## config.mk

```make
export PLATFORM = sky130hd
export DESIGN_NAME = fetch_unit
export DESIGN_NICKNAME = d
export VERILOG_FILES = /design/src/rtl/rv32i_types.sv /design/src/rtl/fetch_unit_fifo.sv /design/src/rtl/fetch_unit.sv
export SDC_FILE = /design/constraint.sdc
export NUM_CORES = 1
export LEC_CHECK = 0
export BUFFER_PORTS_ARGS = -buffer_cell sky130_fd_sc_hd__buf_2
export CAP_MARGIN = 20
export CORE_AREA = 8 8 196 198
export DETAILED_ROUTE_END_ITERATION = 16
export DIE_AREA = 0 0 204 206
export GPL_ROUTABILITY_DRIVEN = 0
export PLACE_DENSITY = 0.6
export SYNTH_ARGS = -nofsm -noshare
export SYNTH_HDL_FRONTEND = slang
export SYNTH_SLANG_ARGS = --single-unit
export TNS_END_PERCENT = 100
```

## constraint.sdc

```tcl
create_clock -name clk -period 4.7 [get_ports clk]
set_clock_uncertainty 0.15 [all_clocks]
set_input_delay 0.705 -clock clk [delete_from_list [all_inputs] [get_ports clk]]
set_output_delay 0.705 -clock clk [all_outputs]
set_load 0.1 [all_outputs]
```

## src/rtl/rv32i_types.sv

```systemverilog
// Shared types for the fetch front end.
//   fetch_state_t : fetch FSM states (IDLE / REQ / DISCARD)
//   fq_entry_t    : one fetch-queue entry, instruction word plus its PC
//   PC_STEP       : sequential fetch increment in bytes
package rv32i_types;

  typedef enum logic [1:0] {
    IDLE    = 2'd0,
    REQ     = 2'd1,
    DISCARD = 2'd2
  } fetch_state_t;

  typedef struct packed {
    logic [31:0] instr;
    logic [31:0] pc;
  } fq_entry_t;

  localparam logic [31:0] PC_STEP = 32'd4;

endpackage

```

## src/rtl/fetch_unit_fifo.sv

```systemverilog
// fetch_fifo: DEPTH-entry circular queue of fq_entry_t.
// Ports:
//   clk, rst      clock, synchronous active-high reset
//   flush_i       empties the queue next cycle; wins over push/pop
//   push_i        write din_i at tail (dropped if full and not popping)
//   pop_i         advance head (ignored when empty)
//   din_i         entry to write
//   head_o        entry at head; all zeros while empty
//   count_o       number of valid entries, 0..DEPTH
//   full_o        count == DEPTH
//   empty_o       count == 0
module fetch_fifo
  import rv32i_types::*;
#(
  parameter int DEPTH = 4,
  localparam int PW   = $clog2(DEPTH),
  localparam int CW   = $clog2(DEPTH) + 1
) (
  input  logic          clk,
  input  logic          rst,
  input  logic          flush_i,
  input  logic          push_i,
  input  logic          pop_i,
  input  fq_entry_t     din_i,
  output fq_entry_t     head_o,
  output logic [CW-1:0] count_o,
  output logic          full_o,
  output logic          empty_o
);

  localparam logic [CW-1:0] DEPTH_C = CW'(DEPTH);

  fq_entry_t     mem_q [DEPTH];
  logic [PW-1:0] head_q, head_d;
  logic [PW-1:0] tail_q, tail_d;
  logic [CW-1:0] count_q, count_d;
  logic          do_push, do_pop;

  assign empty_o = (count_q == '0);
  assign full_o  = (count_q == DEPTH_C);
  assign count_o = count_q;

  // A push into a full queue is accepted only when a pop frees a slot
  // in the same cycle.
  assign do_pop  = pop_i & ~empty_o;
  assign do_push = push_i & (~full_o | do_pop);

  // Pointers are PW bits wide and DEPTH is a power of two, so the
  // increments wrap modulo DEPTH on their own.
  always_comb begin
    head_d  = head_q;
    tail_d  = tail_q;
    count_d = count_q;
    if (flush_i) begin
      head_d  = '0;
      tail_d  = '0;
      count_d = '0;
    end else begin
      if (do_push) tail_d = tail_q + PW'(1);
      if (do_pop)  head_d = head_q + PW'(1);
      count_d = count_q + CW'(do_push) - CW'(do_pop);
    end
  end

  always_ff @(posedge clk) begin
    if (rst) begin
      head_q  <= '0;
      tail_q  <= '0;
      count_q <= '0;
    end else begin
      head_q  <= head_d;
      tail_q  <= tail_d;
      count_q <= count_d;
    end
  end

  // Storage needs no reset: the head is masked to zero while empty.
  always_ff @(posedge clk) begin
    if (do_push && !flush_i) mem_q[tail_q] <= din_i;
  end

  assign head_o = empty_o ? '0 : mem_q[head_q];

endmodule

```

## src/rtl/fetch_unit.sv

```systemverilog
// fetch_unit: front-end fetch stage feeding the instruction register.
// Owns the fetch PC, issues one instruction-cache read at a time and
// buffers returned words with their PCs in a DEPTH-entry queue.
// Ports:
//   clk, rst                  clock, synchronous active-high reset
//   instr_read                read request (held until instr_mem_resp)
//   instr_mem_address         word-aligned fetch address
//   instr_mem_resp            one-cycle pulse: rdata valid, request done
//   instr_mem_rdata           returned instruction word
//   redirect, redirect_pc     ROB branch: flush queue, refetch at target
//   deq                       consumer takes the head entry this cycle
//   fq_valid/fq_instr/fq_pc   head entry (registered state only)
//   fq_full                   queue holds DEPTH entries
//   dbg_state_o, dbg_count_o  FSM state and queue occupancy
//
// Handshakes: a read is in flight while instr_read=1; address and
// instr_read stay constant until the cycle instr_mem_resp=1, which
// completes it. The head entry transfers on a cycle with fq_valid=1 and
// deq=1; deq with fq_valid=0 does nothing.
module fetch_unit
  import rv32i_types::*;
#(
  parameter logic [31:0] RESET_PC = 32'h6000_0000,
  parameter int          DEPTH    = 4,
  localparam int         CW       = $clog2(DEPTH) + 1
) (
  input  logic          clk,
  input  logic          rst,
  output logic          instr_read,
  output logic [31:0]   instr_mem_address,
  input  logic          instr_mem_resp,
  input  logic [31:0]   instr_mem_rdata,
  input  logic          redirect,
  input  logic [31:0]   redirect_pc,
  input  logic          deq,
  output logic          fq_valid,
  output logic [31:0]   fq_instr,
  output logic [31:0]   fq_pc,
  output logic          fq_full,
  output fetch_state_t  dbg_state_o,
  output logic [CW-1:0] dbg_count_o
);

  localparam logic [CW-1:0] DEPTH_C     = CW'(DEPTH);
  localparam logic [CW-1:0] DEPTH_M1_C  = CW'(DEPTH - 1);

  fetch_state_t  state_q, state_d;
  logic [31:0]   fetch_pc_q, fetch_pc_d;
  logic [31:0]   target_q, target_d;   // redirect target held during DISCARD

  logic [31:0]   redir_pc_al;
  logic          deq_fire;
  logic          fifo_push;
  logic [CW-1:0] fq_count;
  logic [CW-1:0] count_after_pop;
  logic          fq_empty;
  logic          fifo_full;
  fq_entry_t     fifo_din;
  fq_entry_t     fifo_head;

  assign redir_pc_al     = redirect_pc & ~32'h3;
  assign deq_fire        = deq & ~fq_empty;
  assign count_after_pop = fq_count - CW'(deq_fire);

  // Only a REQ response with no competing redirect lands in the queue;
  // DISCARD responses and responses while IDLE are dropped.
  assign fifo_push       = (state_q == REQ) & instr_mem_resp & ~redirect;
  assign fifo_din        = '{instr: instr_mem_rdata, pc: fetch_pc_q};

  fetch_fifo #(.DEPTH(DEPTH)) u_fifo (
    .clk     (clk),
    .rst     (rst),
    .flush_i (redirect),
    .push_i  (fifo_push),
    .pop_i   (deq_fire),
    .din_i   (fifo_din),
    .head_o  (fifo_head),
    .count_o (fq_count),
    .full_o  (fifo_full),
    .empty_o (fq_empty)
  );

  // State register
  always_ff @(posedge clk) begin
    if (rst) begin
      state_q    <= IDLE;
      fetch_pc_q <= RESET_PC;
      target_q   <= RESET_PC;
    end else begin
      state_q    <= state_d;
      fetch_pc_q <= fetch_pc_d;
      target_q   <= target_d;
    end
  end

  // Next-state logic
  always_comb begin
    state_d    = state_q;
    fetch_pc_d = fetch_pc_q;
    target_d   = target_q;
    unique case (state_q)
      IDLE: begin
        if (redirect) begin
          fetch_pc_d = redir_pc_al;
          state_d    = REQ;
        end else if (count_after_pop < DEPTH_C) begin
          state_d = REQ;
        end
      end
      REQ: begin
        if (redirect) begin
          if (instr_mem_resp) begin
            // Request already done: drop its word, start the target now.
            fetch_pc_d = redir_pc_al;
            state_d    = REQ;
          end else begin
            // Request still in flight: finish it, then go to the target.
            target_d = redir_pc_al;
            state_d  = DISCARD;
          end
        end else if (instr_mem_resp) begin
          fetch_pc_d = fetch_pc_q + PC_STEP;
          // After this push the queue holds count_after_pop+1 entries.
          state_d    = (count_after_pop < DEPTH_M1_C) ? REQ : IDLE;
        end
      end
      DISCARD: begin
        if (instr_mem_resp) begin
          fetch_pc_d = redirect ? redir_pc_al : target_q;
          state_d    = REQ;
        end else if (redirect) begin
          target_d = redir_pc_al;
        end
      end
      default: state_d = IDLE;
    endcase
  end

  // Outputs
  always_comb begin
    instr_read        = (state_q != IDLE);
    instr_mem_address = fetch_pc_q;
    fq_valid          = ~fq_empty;
    fq_instr          = fifo_head.instr;
    fq_pc             = fifo_head.pc;
    fq_full           = fifo_full;
    dbg_state_o       = state_q;
    dbg_count_o       = fq_count;
  end

endmodule

```

==> results by stage <==
Outcome:
- The run finished with clean final reports.

STA:
- The count of final max-slew check failures was 0.
- The final cycle utilization of the critical path is 75.1%.
- At the pin with the least slew margin, the transition time is 1120 ps.
- Setup repair after global routing left no endpoint under its margin.
- Headroom to the max-slew limit came out at 24.7%.
- The shortest period the worst path allows is 3530 ps.
- The peak clock frequency supported by timing is 283 MHz.
- The final setup violation count is 0.
- The total negative slack is 0 ps.
- The number of failing hold endpoints at the final stage is 0.
- Once routing completed, OpenROAD measured the worst setup slack at 1170 ps.

Min path:
- The cell count of the worst hold path is 1.
- The start point of the worst min-delay path is instr_mem_rdata[24].
- The worst hold path belongs to the class in -> reg.

Layout:
- The post-route non-filler standard cell count is 1613.
- The number of filler instances in the final layout is 3144.
- The area added between synthesis and finish is 18.1%.
- In the final layout, flip-flops and latches occupy 9200 µm².
- The end-of-flow core utilization is 46.6%.
- The area occupied by multi-input gates is 4360 µm².
- For this run, the post-layout net count is 1212.
- The proportion of layout cells with a drive suffix above 1 is 27.9%.

Route:
- The final wirelength is 34500 µm.
- After detailed routing, the average wire length per cell comes to 21.4 µm.
- The number of nets with antenna violations after routing is 0.
- The number of optimization iterations in the first detailed-route pass is 5.
- The first-iteration detailed-routing DRC count is 586.
- Signal routing reaches up to met5.
- The DRC violation count after routing is 0.
- The met3 wire length is 2520 µm.
- The met2 wire length is 16300 µm.
- The via-per-instance ratio is 5.40.
- The wire length the detailed router placed on met1 is 15100 µm.
- Summing over every cut layer, the via total after detailed routing is 8715.

Yosys:
- The prevailing post-synth register cell is sky130_fd_sc_hd__edfxtp_1.
- The share of the synthesized area in compound gates (AO/OA/AOI/OAI) is 7.53%.
- The number of nets in the synthesized netlist is 1040.
- The area share of fa/ha/maj cells after synthesis is 1.40%.
- The combinational family with the most area after synthesis is multiplexers.
- Yosys mapped the design onto 66 distinct sky130hd cell types.
- The Yosys step of the flow raised 0 warnings.
- The sequential area share after synthesis is 66.1%.
- Synthesis inferred 331 register bits.
- Counting flops with a built-in enable in the synthesized netlist gives 256.
- The synthesized netlist occupies a cell area of 13900 µm².
- The xor-xnor portion of the synthesized cell area is 0.946%.
- The proportion of synthesized area in mux cells is 10.8%.
- The fraction of registers with async set/reset is 0%.
- Synthesis handed over a netlist of 956 instances.
- The simple-gate area share of the yosys netlist is 10.6%.
- In this run the mean area of a mapped cell was 14.5 µm².

CTS:
- The H-tree generated during clock tree synthesis spans 2 levels.
- The number of clock buffers added by TritonCTS is 37.
- After clock tree synthesis, the clock-pin slew on the worst setup and hold paths is 60 ps.
- The clock passes through at most 3 buffers.
- The number of cells upsized or downsized after cts is 0.
- The number of sinks on the clock net is 331.
- The clock insertion delay at the later pin of the skew report is 510 ps.
- The cell at the root of the clock tree is sky130_fd_sc_hd__clkbuf_16.
- The number of setup buffers added after CTS is 0.
- TritonCTS built the clock tree.
- For this design, the CTS-stage hold fixing added 0 buffers.

Floorplanning:
- Once the floorplan was initialized, standard cells occupied 39.4% of the core.
- After floorplanning, the core was divided into 69 placement rows.
- The die is 204 µm wide.
- For this design the top-level I/O count stands at 173.
- The total die area is 42000 µm².
- In this run the standard cell core region covers 35200 µm².
- The vertical die dimension is 206 µm.

Global routing:
- Global routing used 16.1% of the available tracks across all layers.
- The first-pass GRT wire length is 52600 µm.
- Summed over all layers, the global routing overflow is 0.
- The initial antenna violation count is 4.
- The maximum number of pins on one net before global-route repair is 66.
- The number of global-route vias before repair is 8837.

Power:
- The part of the total power dissipated in sequential elements is 45.9%.
- Summed over all cells, the static leakage comes to 5.67 nW.
- Total power for the finished layout comes to 0.00747 W.
- The worst voltage drop across the vdd grid is 0.000254 V.
- For this design the ratio of total power to cell area is 455 nW/µm².
- Net switching is 30.4% of the power.
- The analysis attributes to net switching a power of 0.00227 W.
- The share of total power in combinational logic is 17.9%.
- Cell internal power was estimated by the tool at 0.00520 W.
- The share of total power dissipated in the clock network is 36.2%.

Critical path:
- The critical path goes through buf_12 > mux4_2 > and2_1 > buf_2.
- The largest fanout of any net on the critical path is 44.
- The worst reg-to-reg path cell count is 7.
- The startpoint identified for the worst register-to-register timing path is dbg_state_o[0].
- In this design, the stage delay of the slowest critical-path cell is 650 ps.
- The category of the worst setup path launch point is a flop.
- For flop-to-flop paths, the worst setup slack is 1260 ps.
- The critical path endpoint is fq_pc[2].
- The data arrival time of the worst path is 2670 ps.
- The critical path is of the reg -> out type.
- The largest individual stage delay along the critical path comes from the cell sky130_fd_sc_hd__dfxtp_4.
- In this run the critical register-to-register path is captured at instr_mem_address[26].
- At the worst endpoint, the required time is 3850 ps.
- The type of element capturing the critical path is a primary output.

Place:
- The number of cells in the design after placement is 1549.
- The setup slack after placement is 1170 ps.
- The number of I/O port buffers is 170.
- Detailed placement finished with a half-perimeter wire length of 21200 µm.

Job:
- The tool flagged a number of max-cap violations equal to 0.
worst min path at each step:
stage / slack, ps / to
after floorplan: 290 / target_q[16]
after global placement: 290 / target_q[16]
after detailed placement: 300 / target_q[13]
after CTS: 240 / u_fifo.mem_q[2][59]
after global routing: 240 / u_fifo.mem_q[2][59]
final: 270 / u_fifo.mem_q[0][56]
Yosys cell counts, types with 4 or more instances:
cell type	instances	area share [%]
sky130_fd_sc_hd__edfxtp_1	256	55
sky130_fd_sc_hd__nand2_1	104	2.8
sky130_fd_sc_hd__dfxtp_1	75	11
sky130_fd_sc_hd__and2_1	69	3.1
sky130_fd_sc_hd__mux4_2	64	10
sky130_fd_sc_hd__clkbuf_1	42	1.1
sky130_fd_sc_hd__a21oi_1	38	1.4
sky130_fd_sc_hd__nor2_1	34	0.92
sky130_fd_sc_hd__o21ai_0	34	1.2
sky130_fd_sc_hd__inv_1	27	0.73
sky130_fd_sc_hd__nor3_1	17	0.61
sky130_fd_sc_hd__a221oi_1	15	0.95
sky130_fd_sc_hd__ha_1	14	1.3
sky130_fd_sc_hd__nand3_1	13	0.47
sky130_fd_sc_hd__a31oi_1	10	0.45
sky130_fd_sc_hd__o22ai_1	10	0.45
sky130_fd_sc_hd__xnor2_1	10	0.63
sky130_fd_sc_hd__a221o_1	9	0.65
sky130_fd_sc_hd__a22o_1	7	0.44
sky130_fd_sc_hd__buf_1	7	0.19
sky130_fd_sc_hd__mux2i_1	6	0.43
sky130_fd_sc_hd__nand4_1	6	0.27
sky130_fd_sc_hd__nor4_1	6	0.27
sky130_fd_sc_hd__clkbuf_8	5	0.50
sky130_fd_sc_hd__xor2_1	5	0.32
sky130_fd_sc_hd__and3_1	4	0.18
sky130_fd_sc_hd__nor2b_1	4	0.18
sky130_fd_sc_hd__o31ai_1	4	0.22
sky130_fd_sc_hd__or2_2	4	0.18
sky130_fd_sc_hd__or4_1	4	0.22
layer usage:
metal  vias to the layer above  GRT usage [%]
li1                       4009              -
met1                      4367           21.6
met2                       280           26.2
met3                        55           3.79
met4                         4           4.04
met5                         -              0
kinds of logic (layout without fill, tap and decap cells):
logic type / after synthesis / in the layout
buffers and inverters: 83 / 278
DFF: 331 / 331
AOI/OAI and AO/OA: 156 / 156
other: 0 / 1
adders and majority gates: 15 / 15
and+or+nand+nor: 286 / 286
xor gates and xnor gates: 15 / 15
muxes: 70 / 70
worst max-delay path, delay by kind of cell, from the launching register on:
kind	cells	cell delay [ps]
AND/OR/NAND/NOR	1	190
flip-flops	1	650
multiplexers	1	580
buffers and inverters	2	700
state kept, by name (all words and copies together) (netlist names), named ones only:
register           count
dbg_state_o            2
u_fifo.count_o         3
u_fifo.head_q          2
target_q              32
u_fifo.mem_q         256
u_fifo.tail_q          2
instr_mem_address     32
power by group through the flow:
stage / Clock (W) / Sequential [W] / Combinational (W)
floorplan: 0 / 0.00378 / 0.000716
finish: 0.00270 / 0.00343 / 0.00134
CTS: 0.00277 / 0.00343 / 0.00135
global route: 0.00288 / 0.00345 / 0.00141
global placement: 0 / 0.00348 / 0.00134
detailed placement: 0 / 0.00349 / 0.00134
cell usage in the layout (no fill, tap or decap), types with 14 or more instances in the layout:
| master | netlist | routed |
|---|---|---|
| sky130_fd_sc_hd__edfxtp_1 | 256 | 256 |
| sky130_fd_sc_hd__buf_2 | 2 | 170 |
| sky130_fd_sc_hd__nand2_1 | 104 | 104 |
| sky130_fd_sc_hd__dfxtp_1 | 75 | 73 |
| sky130_fd_sc_hd__and2_1 | 69 | 65 |
| sky130_fd_sc_hd__mux4_2 | 64 | 64 |
| sky130_fd_sc_hd__a21oi_1 | 38 | 38 |
| sky130_fd_sc_hd__clkbuf_16 | 0 | 37 |
| sky130_fd_sc_hd__o21ai_0 | 34 | 34 |
| sky130_fd_sc_hd__nor2_1 | 34 | 33 |
| sky130_fd_sc_hd__inv_1 | 27 | 27 |
| sky130_fd_sc_hd__nor3_1 | 17 | 17 |
| sky130_fd_sc_hd__a221oi_1 | 15 | 15 |
| sky130_fd_sc_hd__ha_1 | 14 | 14 |
| sky130_fd_sc_hd__clkbuf_1 | 42 | 14 |
| sky130_fd_sc_hd__buf_4 | 0 | 14 |
through the flow:
stage | hold WS (ps) | cell area (µm²)
floorplan | 286 | 13900
global placement | 291 | 15300
detailed placement | 298 | 15300
CTS | 236 | 16400
global route | 241 | 16400
finish | 266 | 16400
area by class of cell:
cell class,instances,share of cell area [%]
clock inverters,10,0.755
diodes,1,0.0153
well taps,461,3.52
flip-flops and latches,331,56.1
repair buffers,189,6.44
multi-input cells,542,26.6
inverters,27,0.618
clock buffers,52,6.05
(Power assumes the default switching activity.)
